--- src/rtl/hazard_controller.sv ---
// Pipeline hazard sequencer: load-use, data-memory wait, mul/div and branch-redirect
// stall/bubble/flush generation, plus wait-timeout handling and a stall-cycle counter.
module hazard_controller #(
    parameter int unsigned MEM_TIMEOUT = 255,
    parameter int unsigned CNT_W       = 32
) (
    input  logic             clk_i,
    input  logic             reset_i,
    input  logic [4:0]       rs1_ID,
    input  logic [4:0]       rs2_ID,
    input  logic             rs1_used_ID,
    input  logic             rs2_used_ID,
    input  logic [4:0]       idex_rd,
    input  logic             idex_memread,
    input  logic             idex_wb,
    input  logic             dmem_req_MEM,
    input  logic             dmem_ack_i,
    input  logic             muldiv_start_EX,
    input  logic             muldiv_done_i,
    input  logic             branch_taken_EX,
    output logic             stall_IF_o,
    output logic             stall_ID_o,
    output logic             stall_EX_o,
    output logic             stall_MEM_o,
    output logic             bubble_EX_o,
    output logic             bubble_MEM_o,
    output logic             flush_IF_o,
    output logic             dmem_err_o,
    output logic [CNT_W-1:0] stall_cnt_o
);

    localparam int unsigned WAIT_W     = (MEM_TIMEOUT == 0) ? 1 : $clog2(MEM_TIMEOUT + 1);
    localparam int unsigned WAIT_LAST  = (MEM_TIMEOUT == 0) ? 0 : MEM_TIMEOUT - 1;
    localparam bit          TIMEOUT_EN = (MEM_TIMEOUT != 0);

    typedef enum logic [1:0] {
        ST_RUN     = 2'd0,
        ST_MEMWAIT = 2'd1,
        ST_ERR     = 2'd2
    } state_t;

    state_t             state_q, state_d;
    logic [WAIT_W-1:0]  wait_q, wait_d;
    logic               md_busy_q, md_busy_d;

    logic mem_hold;
    logic md_hold;
    logic load_use;

    // Hazard terms; ERR forces the memory hold off so the pipeline advances as if acked
    assign mem_hold = dmem_req_MEM & ~dmem_ack_i & (state_q != ST_ERR);
    assign md_hold  = (md_busy_q | muldiv_start_EX) & ~muldiv_done_i;
    assign load_use = idex_memread & ~idex_wb & (idex_rd != 5'd0)
                    & ((rs1_used_ID & (rs1_ID == idex_rd))
                     | (rs2_used_ID & (rs2_ID == idex_rd)));

    assign md_busy_d = muldiv_done_i ? 1'b0 : (muldiv_start_EX ? 1'b1 : md_busy_q);

    // State register
    always_ff @(posedge clk_i or negedge reset_i) begin
        if (!reset_i) begin
            state_q   <= ST_RUN;
            wait_q    <= '0;
            md_busy_q <= 1'b0;
        end else begin
            state_q   <= state_d;
            wait_q    <= wait_d;
            md_busy_q <= md_busy_d;
        end
    end

    // Next state; an ack on the limit cycle takes precedence over the timeout
    always_comb begin
        state_d = state_q;
        wait_d  = '0;
        case (state_q)
            ST_RUN: begin
                if (dmem_req_MEM && !dmem_ack_i) begin
                    state_d = ST_MEMWAIT;
                end
            end
            ST_MEMWAIT: begin
                if (dmem_ack_i) begin
                    state_d = ST_RUN;
                end else if (TIMEOUT_EN && (wait_q == WAIT_W'(WAIT_LAST))) begin
                    state_d = ST_ERR;
                end else begin
                    wait_d = wait_q + WAIT_W'(1);
                end
            end
            ST_ERR: begin
                state_d = ST_RUN;
            end
            default: begin
                state_d = ST_RUN;
            end
        endcase
    end

    // Mealy pipeline controls, one priority row active at a time
    always_comb begin
        stall_IF_o   = 1'b0;
        stall_ID_o   = 1'b0;
        stall_EX_o   = 1'b0;
        stall_MEM_o  = 1'b0;
        bubble_EX_o  = 1'b0;
        bubble_MEM_o = 1'b0;
        flush_IF_o   = 1'b0;
        dmem_err_o   = 1'b0;
        if (reset_i) begin
            if (mem_hold) begin
                stall_IF_o  = 1'b1;
                stall_ID_o  = 1'b1;
                stall_EX_o  = 1'b1;
                stall_MEM_o = 1'b1;
            end else if (md_hold) begin
                stall_IF_o   = 1'b1;
                stall_ID_o   = 1'b1;
                stall_EX_o   = 1'b1;
                bubble_MEM_o = 1'b1;
            end else if (branch_taken_EX) begin
                flush_IF_o  = 1'b1;
                bubble_EX_o = 1'b1;
            end else if (load_use) begin
                stall_IF_o  = 1'b1;
                stall_ID_o  = 1'b1;
                bubble_EX_o = 1'b1;
            end
            dmem_err_o = (state_q == ST_ERR);
        end
    end

    // Saturating stall-cycle counter
    always_ff @(posedge clk_i or negedge reset_i) begin
        if (!reset_i) begin
            stall_cnt_o <= '0;
        end else if (stall_IF_o && (stall_cnt_o != '1)) begin
            stall_cnt_o <= stall_cnt_o + CNT_W'(1);
        end
    end

endmodule

--- config.mk ---
export PLATFORM = sky130hd
export DESIGN_NAME = hazard_controller
export DESIGN_NICKNAME = d
export VERILOG_FILES = /design/src/rtl/hazard_controller.sv
export SDC_FILE = /design/constraint.sdc
export NUM_CORES = 1
export LEC_CHECK = 0
export ABC_AREA = 1
export CAP_MARGIN = 0
export CORE_AREA = 3 3 97 99
export DETAILED_ROUTE_END_ITERATION = 10
export DIE_AREA = 0 0 100 102
export SKIP_LAST_GASP = 1
export SYNTH_ARGS = -nofsm -noshare
export SYNTH_HDL_FRONTEND = slang
export SYNTH_SLANG_ARGS = --single-unit
--- constraint.sdc ---
create_clock -name clk_i -period 1.9 [get_ports clk_i]
set_clock_uncertainty 0.05 [all_clocks]
set_input_delay 0.38 -clock clk_i [delete_from_list [all_inputs] [get_ports clk_i]]
set_output_delay 0.38 -clock clk_i [all_outputs]
set_load 0.02 [all_outputs]
==> impl_results.md <==
- VDD IR max: 0.000519 V
- Initial Util: a little over a third
- Worst Setup SP: stall_cnt_o[4]
- Layout cell share with drive strength beyond 1: 14.8%
- Number of fill cells: 918
- Storage cell area: 1080 um^2
- Final Util: between 40% and 50%
- Total Wirelength: 8.82 mm
- Post-Syn Area: 3010 um^2
- CTS tree: done
- Cell count after synthesis: approximately 470
- Final Slew Violations: 0
- Multi-input logic area: 1750 um^2
- Hold violation count in the final report: 0
- Total power: 2.44 mW
- Synth cell types: 29
- Clock-pin slew on the worst setup and hold paths: around 90 ps
- Largest net degree at the start of global routing: 40
- GPL Wtd Cong: 0.926
- Die Height: about 100 um
- Setup violators final: 0
- Via density: 4.71
- DP Area: 3960 um^2
- Setup crit start kind: register
- TritonCTS Sinks: 43
- Worst path required time: 1470 ps
- Final instance area: about 4200 um^2
- Main synth FF type: dfrtp_1
- Global route total overflow: 0
- I/O pins: 66
- Buffers on Ports: 65
- Half-perimeter wire length after detailed placement: slightly below 7 mm
- Post-route setup TNS: 0 ps
- CTS Buffer Depth: 2
- CP max FO: 4
- Register bit count reported by yosys: 43
- Post-place setup slack: -699 ps
- GRT Overall Usage: between 10% and 20%
- Rows: 34
- Pwr dens: around 600 nW/um^2
- Max_slew headroom: between 60% and 70%
- Status: completed
- Fmax: 0.542 GHz
- Root Driver: clkbuf_8
- Async SR Flop Fraction: between 90% and 100%
- Final net count: 596
- Post-route DRC: 0
- Tcrit/Tclk final: 97.0%
- Cts hold-fix bufs: 0
- Htree depth: 2
- Hold Slack: 15.1 ps
- First-pass GRT wire length: 14.5 mm
- Sequential share of the synthesized area: 35.7%
- Die W: 100 um
- Post-Layout Cell Count: 676
- Pre-antenna DRT Iters: 4
- Die Area: 10200 um^2
- RSZ-0062 raised after global routing: yes
- Hold WC Path Type: input pin to asynchronous set/reset pin
- Yosys warns: 0
- Vias: 3182
- Measured slew at the worst slew-check pin: roughly 520 ps
- Leakage: around 2.1 nW
- Wirelength per Cell: 13.1 um
- Tmin final: 1840 ps
- Critical path arrival: 1410 ps
- Num CTS Buffers: 5
- Vias in the first global route: 3000
- Post-route ant nets: 0
- Max-cap viol count: 0
- Initial antenna violation count: 0
- Syn avg cell area: 6.40 um^2
- P&R area growth vs syn: 38.4%
- N_diodes: 0
- Final setup margin: 56.6 ps
- Setup CP Type: register to output pin
- Syn_nets: 500
- Skew-Pair Late Insertion Delay: around 300 ps
- Reg2Reg Launch Point: stall_cnt_o[6]
- Critical Path Sink Type: output pin
- Core area: 8640 um^2
- Placed cells: 665
- DRT iter0 DRCs: about 130
- Post-synth EDFFs: 0
-- routing by layer --
layer,wire length [um],up-vias,global-route usage (%)
li1,-,1655,-
met1,4120,1445,24.7
met2,4230,77,30.2
met3,392,5,2.39
met4,75,0,3.11
met5,0,-,0
-- cells in the final DEF (no fill, tap or decap), types with 2 or more instances in the layout --
cell	instances
xor2_1	16
nand3_1	49
a21oi_2	2
nand2_1	184
buf_6	3
ha_1	3
xnor2_1	2
clkbuf_8	5
dfrtp_1	43
nor2_2	4
inv_2	7
clkdlybuf4s15_1	5
nand4_1	5
clkdlybuf4s50_1	32
dlygate4sd2_1	13
nand2_4	2
bufinv_16	2
nor3_1	17
buf_4	34
nand3_2	3
clkbuf_2	3
buf_2	4
nor2_4	3
nor2_1	55
nand2_2	6
nand3b_1	5
dlymetal6s2s_1	4
inv_1	45
-- power by group --
part	internal [mW]	switching (mW)
combinational	0.262	0.318
sequential	0.961	0.0369
clock	0.524	0.339
total	1.75	0.693
-- flip-flops by register name, summed over array words and instances (netlist names) --
signal and flops:
md_busy_q 1, state_q 2, stall_cnt_o 32, wait_q 8
-- cell usage after synthesis, types with 3 or more instances --
| cell | n | share of area [%] |
|---|---|---|
| nand4_1 | 5 | 1.0 |
| ha_1 | 3 | 1.2 |
| a21oi_1 | 3 | 0.50 |
| buf_6 | 3 | 1.1 |
| nor2_1 | 60 | 7.5 |
| dfrtp_1 | 43 | 36 |
| buf_2 | 4 | 0.66 |
| nand2_1 | 190 | 24 |
| inv_1 | 51 | 6.4 |
| xor2_1 | 16 | 4.7 |
| nor3_1 | 18 | 3.0 |
| nand3_1 | 51 | 8.5 |
| nand3b_1 | 5 | 1.2 |
-- repair_timing --
action / in CTS / in global routing
endpoints found under the setup margin: 41 / 40
setup buffers: 1 / 2
resized for setup: 68 / 35
pin swaps: 14 / 13
hold endpoints to repair: 0 / 0
-- worst max-delay path, stage by stage, from the launching register on --
cell and delay (ps):
dfrtp_1 370, buf_4 140, clkdlybuf4s50_1 600
-- final cells by class --
class | count | share of cell area (%)
clock inverters | 3 | 1.62
clock buffers | 5 | 1.65
well taps | 108 | 3.24
flip-flops and latches | 43 | 25.8
inverters | 52 | 4.68
repair buffers | 99 | 20.9
multi-input cells | 366 | 42.0
-- logic make-up (layout without fill, tap and decap cells) --
family	after synthesis	count (layout)	synth area share, %
AO/OA/AOI/OAI	5	5	0.913
buffers and inverters	62	159	8.76
AND/OR/NAND/NOR	340	340	48.1
XOR/XNOR	18	18	5.23
adder cells (fa/ha/maj)	3	3	1.25
flip-flops	43	43	35.7
-- path summary, 6_finish.rpt --
kind | cells after the start | slack, ps | to
min in group clk_i | 2 | 270 | md_busy_q
max reg2reg | 9 | 160 | stall_cnt_o[27]
min | 2 | 20 | state_q[1]
max in group asynchronous | 2 | 1240 | stall_cnt_o[23]
max | 2 | 60 | stall_cnt_o[4]
min reg2reg | 1 | 470 | wait_q[0]
(Power assumes the default switching activity.)
